$ cat src/rtl/chess_clock_pkg.sv
// chess_clock_pkg: shared state encoding, BCD limits and tick divisor for the chess clock
package chess_clock_pkg;
  typedef enum logic [1:0] {ST_IDLE, ST_RUN, ST_PAUSE, ST_EXPIRED} state_t;
  localparam logic [3:0] BCD_UNIT_MAX = 4'd9;
  localparam logic [3:0] BCD_TENS_MAX = 4'd5;
  localparam logic [15:0] MMSS_MAX = 16'h9959;
  localparam int unsigned SEC_PER_MIN = (int'(BCD_TENS_MAX) + 1) * (int'(BCD_UNIT_MAX) + 1);
  localparam int unsigned SEC_MAX = 100 * SEC_PER_MIN - 1;
  localparam int unsigned TICK_DIV = 50_000_000;
  function automatic logic [3:0] bcd_clamp(input logic [3:0] n);
    return (n > BCD_UNIT_MAX) ? BCD_UNIT_MAX : n;
  endfunction
endpackage

$ cat src/rtl/bcd_mmss_step.sv
// bcd_mmss_step: combinational MM:SS update (+INC_SEC and/or -1) with saturation at 00:00 and 99:59
module bcd_mmss_step
  import chess_clock_pkg::*;
#(
  parameter int unsigned INC_SEC = 3
) (
  input  logic [15:0] mmss_i,
  input  logic        inc_i,
  input  logic        dec_i,
  output logic [15:0] mmss_o,
  output logic        zero_o
);
  logic [13:0] total, up, net;
  logic [6:0] mm, ss;
  // Work in binary seconds; the BCD borrow/carry rules fall out of the re-split by 60 and 10.
  always_comb begin
    total = 14'(mmss_i[15:12]) * 14'd600 + 14'(mmss_i[11:8]) * 14'(SEC_PER_MIN)
          + 14'(mmss_i[7:4]) * 14'd10 + 14'(mmss_i[3:0]);
    up = total + (inc_i ? 14'(INC_SEC) : 14'd0);
    net = (dec_i && up != 14'd0) ? up - 14'd1 : up;
    mm = 7'(net / 14'(SEC_PER_MIN));
    ss = 7'(net % 14'(SEC_PER_MIN));
    mmss_o = (net > 14'(SEC_MAX)) ? MMSS_MAX
           : {4'(mm / 7'd10), 4'(mm % 7'd10), 4'(ss / 7'd10), 4'(ss % 7'd10)};
    zero_o = net == 14'd0;
  end
endmodule

$ cat src/rtl/chess_bcd_countdown.sv
// chess_bcd_countdown: per-player MM:SS BCD countdown with Fischer increment and expiry flag
module chess_bcd_countdown
  import chess_clock_pkg::*;
#(
  parameter logic [7:0]  DEFAULT_MIN = 8'h05,
  parameter int unsigned INC_SEC     = 3
) (
  input  logic       CLK,
  input  logic       CLR_N,
  input  logic       CE,
  input  logic       LOAD,
  input  logic [7:0] PRESET_MIN,
  input  logic       RUN,
  input  logic       MOVE_DONE,
  output logic [3:0] digit0,
  output logic [3:0] digit1,
  output logic [3:0] digit2,
  output logic [3:0] digit3,
  output logic       EXPIRED,
  output logic       RUNNING
);
  state_t state_q, state_d;
  logic [15:0] time_q, time_d, step_mmss;
  logic step_zero, inc, dec, expired_q, running_q;
  bcd_mmss_step #(.INC_SEC(INC_SEC)) u_step (
    .mmss_i(time_q),
    .inc_i (inc),
    .dec_i (dec),
    .mmss_o(step_mmss),
    .zero_o(step_zero)
  );
  always_comb begin
    inc = !LOAD && MOVE_DONE && (state_q == ST_RUN || state_q == ST_PAUSE);
    dec = !LOAD && CE && RUN && state_q == ST_RUN;
    state_d = state_q;
    time_d = (inc || dec) ? step_mmss : time_q;
    if (LOAD) begin
      time_d = {bcd_clamp(PRESET_MIN[7:4]), bcd_clamp(PRESET_MIN[3:0]), 8'h00};
      state_d = ST_IDLE;
    end else begin
      case (state_q)
        ST_IDLE:  state_d = !RUN ? ST_IDLE : (time_q == 16'h0000) ? ST_EXPIRED : ST_RUN;
        ST_RUN:   state_d = !RUN ? ST_PAUSE : (dec && step_zero) ? ST_EXPIRED : ST_RUN;
        ST_PAUSE: state_d = RUN ? ST_RUN : ST_PAUSE;
        default:  state_d = ST_EXPIRED;
      endcase
    end
  end
  always_ff @(posedge CLK or negedge CLR_N) begin
    if (!CLR_N) begin
      state_q <= ST_IDLE;
      time_q <= {bcd_clamp(DEFAULT_MIN[7:4]), bcd_clamp(DEFAULT_MIN[3:0]), 8'h00};
      expired_q <= 1'b0;
      running_q <= 1'b0;
    end else begin
      state_q <= state_d;
      time_q <= time_d;
      expired_q <= state_d == ST_EXPIRED;
      running_q <= state_d == ST_RUN;
    end
  end
  assign {digit3, digit2, digit1, digit0} = time_q;
  assign EXPIRED = expired_q;
  assign RUNNING = running_q;
endmodule

$ cat config.mk
export PLATFORM = sky130hd
export DESIGN_NAME = chess_bcd_countdown
export DESIGN_NICKNAME = d
export VERILOG_FILES = /design/src/rtl/chess_clock_pkg.sv /design/src/rtl/bcd_mmss_step.sv /design/src/rtl/chess_bcd_countdown.sv
export SDC_FILE = /design/constraint.sdc
export NUM_CORES = 1
export LEC_CHECK = 0
export CORE_ASPECT_RATIO = 0.75
export CORE_UTILIZATION = 55
export DETAILED_ROUTE_END_ITERATION = 10
export GPL_ROUTABILITY_DRIVEN = 0
export PLACE_DENSITY = 0.71
export SETUP_SLACK_MARGIN = 0.5
export SYNTH_ARGS = -nofsm -noshare
export SYNTH_HDL_FRONTEND = slang
export SYNTH_HIERARCHICAL = 1
export SYNTH_SLANG_ARGS = --single-unit
$ cat constraint.sdc
create_clock -name CLK -period 20.8 [get_ports CLK]
set_input_delay 3.12 -clock CLK [delete_from_list [all_inputs] [get_ports CLK]]
set_output_delay 3.12 -clock CLK [all_outputs]
set_load 0.02 [all_outputs]
==> results of run 1 <==
[worst max-delay path by stage]
stage / endpoint / from
floorplan: time_q[9] / LOAD
detailed placement: time_q[10] / LOAD
finish: time_q[10] / LOAD
global placement: time_q[2] / LOAD
global route: time_q[10] / LOAD
CTS: time_q[10] / LOAD
[registers in the layout (all words and copies together), names as in the netlist]
signal and count:
time_q 16, state_q 2, EXPIRED 1, RUNNING 1
[synth_stat cells (all sizes together) (16+ instances only)]
| master | instances |
|---|---|
| a21oi | 53 |
| nand3 | 19 |
| xnor2 | 23 |
| o21ai | 54 |
| dfrtp | 18 |
| nor2 | 54 |
| nand2 | 77 |
| a211oi | 19 |
| nor3 | 22 |
| ha | 62 |
| inv | 40 |
| fa | 16 |
[routing by layer]
layer / share of wire / GRT usage
met5: 0 / 0
met4: 0.010 / 0.0408
met3: 0.058 / 0.0185
met2: 0.44 / 0.480
met1: 0.49 / 0.411
[logic make-up after synthesis]
family,after synthesis
xor gates and xnor gates,35
DFF,20
adders and majority gates,78
AOI/OAI and AO/OA,249
other,1
buffers and inverters,61
muxes,13
and+or+nand+nor,276
[final cells by class]
cell class	count	area share
Clock buffer	3	0.0125
Clock inverter	1	0.00499
Timing Repair Buffer	31	0.0516
Sequential cell	20	0.0836
Multi-Input combinational cell	652	0.794
Tap cell	132	0.0274
Inverter	40	0.0258
[metrics by stage]
step | util | setup WS (ps) | instance area [um^2] | hold slack [ps]
after floorplan | - | 8490 | 5560 | 553
after global placement | 0.607 | 6600 | 5910 | 553
after detailed placement | 0.607 | 6110 | 5910 | 579
after CTS | 0.618 | 6330 | 6020 | 588
after global routing | 0.618 | 5220 | 6020 | 598
final | 0.618 | 6060 | 6020 | 579
[critical path: cells and delay by family]
family,cells,cell delay (ps)
compound gates,19,5840
xor+xnor,2,740
fa+ha+maj,8,2280
buf+inv,5,1460
simple gates,9,1460
==> out/qor.yml, run 1 <==
synth_area_leaders: "ha_1, dfrtp_1, fa_1, nand2_1, a21oi_1"
rsz0062_at_grt: "no"
end_kind: "register"
gr-total-overflow: 0
io-pin-count: 32
clk_latency_ps: 250
setup_violations: 0
die_x_um: 118
ys_seq_elements: 20
syn_area_um2: 5560
area.sequential_um2: 503
synth_cell_types: 92
relSlewSlack: 0.245
synth_cells: 733
syn-num-nets: 825
async_reset_ff_frac: 1.00
clkSinkCount: 20
hpwl_mm: 12.1
drt_wl_total_mm: 15.2
area_delta_synth_final_pct: 8.19
cts_tree: "done"
coreArea_um2: 9740
htreeDepth: 1
r2r_setup_slack_ps: 8040
multiInputGateArea_um2: 4780
max_cap_viol_count: 0
synthAdderAreaFrac: 0.197
synthMuxAreaShare: 0.0241
yosys.area_share.simple: 0.258
finalHoldViolCount: 0
ys_warn_count: 6
reg2reg_depth: 45
stdcell_count: 879
cpMaxStageDelayCell: "o41ai_1"
drv_slew: 0
grt_pass1_vias: 5104
max_stage_delay_ps: 1050
nFillCells: 872
worstHoldPathCells: 2
grt_usage: 0.285
synth_top_family_by_area: "compound AO/OA/AOI/OAI gates"
hold_end: "time_q[8]"
grt_pass1_wl_mm: 24.9
synthFlopType: "dfrtp_1"
dieArea_um2: 10500
drc: 0
port_buffers: 31
tns_ps: 0
cts-hold-fix-buffers: 0
syn_avg_cell_area_um2: 7.59
wire_per_inst_um: 17.3
start_util: 0.571
layout_common_cells: "nand2_1, ha_1, nor2_1"
yosysSeqAreaShare: 0.0904
synth_top_area_frac: 0.139
min_period_over_period: 0.709
grt_max_degree: 24
path_class: "input port to register"
placedCellCount: 875
critPathRequiredTime_ps: 20980
r2r-start: "time_q[10]"
drt_first_pass_iters: 5
clk_path_buf_depth: 2
cts-resized-gates: 0
layout_min_cycle_time_ps: 14740
synthXorXnorAreaFrac: 0.0551
worst_pin_slew_ps: 1120
clk_transition_reported_paths_ps: 60
synth_compound_area_frac: 0.324
row_count: 31
cp-start-kind: "input port"
ant_nets: 0
drt_iter0_drc: 573
ctsRootBufferMaster: "clkbuf_16"
arrival_ps: 14910
min-delay-start: "time_q[8]"
crit_fanout: 23
final_common_cell: "nand2_1"
via_per_inst: 6.65
numCtsBuffers: 3
finClkSkew_ps: 2.14
status: "finished, final reports clean"
path_common_cell: "ha_1"
die_h_um: 89.1
num_antenna_cells: 0
max_freq_mhz: 67.9
dr_total_vias: 5843
drive_gt1_frac: 0.0602
synth_top_area_cell: "ha_1"
hold_class: "register to register"
post_cts_buffers: 0
antenna_found_initial: 0
reg2reg_to: "time_q[10]"
synth_edf_count: 0
fin_nets: 840
Power of run 1 is not shown: default switching activity piles up to over one toggle a cycle in this logic, so the estimate is an artifact.
==> run 2, diff against run 1 <==
--- a/config.mk
+++ b/config.mk
@@ -9,7 +9,7 @@
 export CORE_UTILIZATION = 55
 export DETAILED_ROUTE_END_ITERATION = 10
 export GPL_ROUTABILITY_DRIVEN = 0
-export PLACE_DENSITY = 0.71
+export PLACE_DENSITY = 0.74
 export SETUP_SLACK_MARGIN = 0.5
 export SYNTH_ARGS = -nofsm -noshare
 export SYNTH_HDL_FRONTEND = slang
==> constraint.sdc (replaced) <==
create_clock -name CLK -period 13 [get_ports CLK]
set_input_delay 1.95 -clock CLK [delete_from_list [all_inputs] [get_ports CLK]]
set_output_delay 1.95 -clock CLK [all_outputs]
set_load 0.02 [all_outputs]
==> run 2 against run 1 <==
Hold slack worse by 29 ps. Via count is 3.4% higher. Routed wire length is 4.4% higher. Count of clock-buffer cells in the layout is 1 higher.
==> out/qor.yml, run 2 (synthesis gave the netlist of run 1 again) <==
cp-start-kind: "input port"
hold_class: "register to register"
die_x_um: 118
top_register: "time_q"
cts_tree: "done"
nFillCells: 819
r2r_setup_slack_ps: 1010
max_stage_delay_ps: 560
grt_pass1_vias: 5146
crit_fanout: 9
fin_nets: 858
clk_path_buf_depth: 2
antenna_found_initial: 0
rsz0062_at_grt: "no"
coreArea_um2: 9740
worstHoldPathCells: 2
status: "finished, final reports clean"
max_freq_mhz: 83.1
path_common_cell: "ha_1"
largest_reg_flops: 16
clk_latency_ps: 250
via_per_inst: 6.73
layout_min_cycle_time_ps: 12030
relSlewSlack: 0.360
area_delta_synth_final_pct: 14.7
whs_ps: 549
hold_end: "time_q[10]"
grt_usage: 0.283
io-pin-count: 32
grt_max_degree: 23
ctsRootBufferMaster: "clkbuf_16"
reg2reg_to: "time_q[9]"
path_class: "input port to register"
critPathRequiredTime_ps: 13130
clkSinkCount: 20
setup_violations: 0
layout_common_cells: "nand2_1, ha_1, nor2_1"
drt_first_pass_iters: 8
drv_slew: 0
max_cap_viol_count: 0
min_period_over_period: 0.925
die_h_um: 89.1
wire_per_inst_um: 17.7
final_common_cell: "nand2_1"
min-delay-start: "time_q[10]"
end_kind: "register"
drc: 0
grt_pass1_wl_mm: 24.6
drt_wl_total_mm: 15.9
drive_gt1_frac: 0.125
arrival_ps: 12160
row_count: 31
finalHoldViolCount: 0
finClkSkew_ps: 4.00
gr-total-overflow: 0
dr_total_vias: 6040
num_antenna_cells: 0
cpMaxStageDelayCell: "or4_1"
largestRegisters: "time_q: 16 flops, state_q: 2 flops"
drt_iter0_drc: 683
reg2reg_depth: 48
hpwl_mm: 12.3
port_buffers: 31
numCtsBuffers: 3
clk_transition_reported_paths_ps: 50
worst_pin_slew_ps: 957
cts-hold-fix-buffers: 0
ant_nets: 0
dieArea_um2: 10500
htreeDepth: 1
tns_ps: 0
r2r-start: "time_q[8]"
start_util: 0.571
-- run 2: changes by cell type in the layout (fill, tap and decap cells not counted), moves of 3 or more --
cell / change
a311oi_1: -3
xnor2_1: -3
xnor2_2: +3
a21oi_1: -3
buf_4: +17
-- run 2: through the flow --
stage,util,worst slack [ps],cell area (um^2),instances
floorplan,-,1780,5560,733
global placement,0.610,527,5940,878
detailed placement,0.610,48.9,5940,878
CTS,0.620,597,6040,882
global route,0.655,462,6380,897
finish,0.655,970,6380,897
-- run 2: layer usage --
| layer | global-route usage | up-vias | routed length, um |
|---|---|---|---|
| li1 | - | 2856 | - |
| met1 | 0.403 | 2861 | 7450 |
| met2 | 0.479 | 297 | 7160 |
| met3 | 0.0191 | 26 | 1120 |
| met4 | 0.0478 | 0 | 176 |
| met5 | 0 | - | 0 |
-- run 2: final cells by class --
class,count,area [um^2],area share
Sequential cell,20,503,0.0788
Clock buffer,4,88.8,0.0139
Tap cell,132,165,0.0259
Timing Repair Buffer,48,438,0.0686
Inverter,40,155,0.0243
Multi-Input combinational cell,653,5030,0.788
-- run 2: critical path: cells and delay by family --
family / cells / cell delay [ps]
compound gates: 14 / 3330
xor+xnor: 2 / 310
fa+ha+maj: 8 / 2100
buf+inv: 6 / 1000
mux: 1 / 350
simple gates: 14 / 3130
-- run 2: worst max path at each step --
stage               start    endpoint  slack (ps)
6_report             LOAD   time_q[9]         970
5_1_grt         time_q[8]   time_q[9]         460
4_1_cts              LOAD  time_q[10]         600
3_5_place_dp         LOAD  time_q[10]          50
3_3_place_gp         LOAD  time_q[10]         530
2_1_floorplan  time_q[10]   time_q[9]        1780
-- run 2: what timing repair did --
item,CTS,global route
setup endpoints to repair,2,7
hold endpoints to repair,0,0
setup buffers,0,14
pin swaps,0,9
gates cloned,0,1
resized for setup,3,44
Power of run 2 is left out for the same reason.
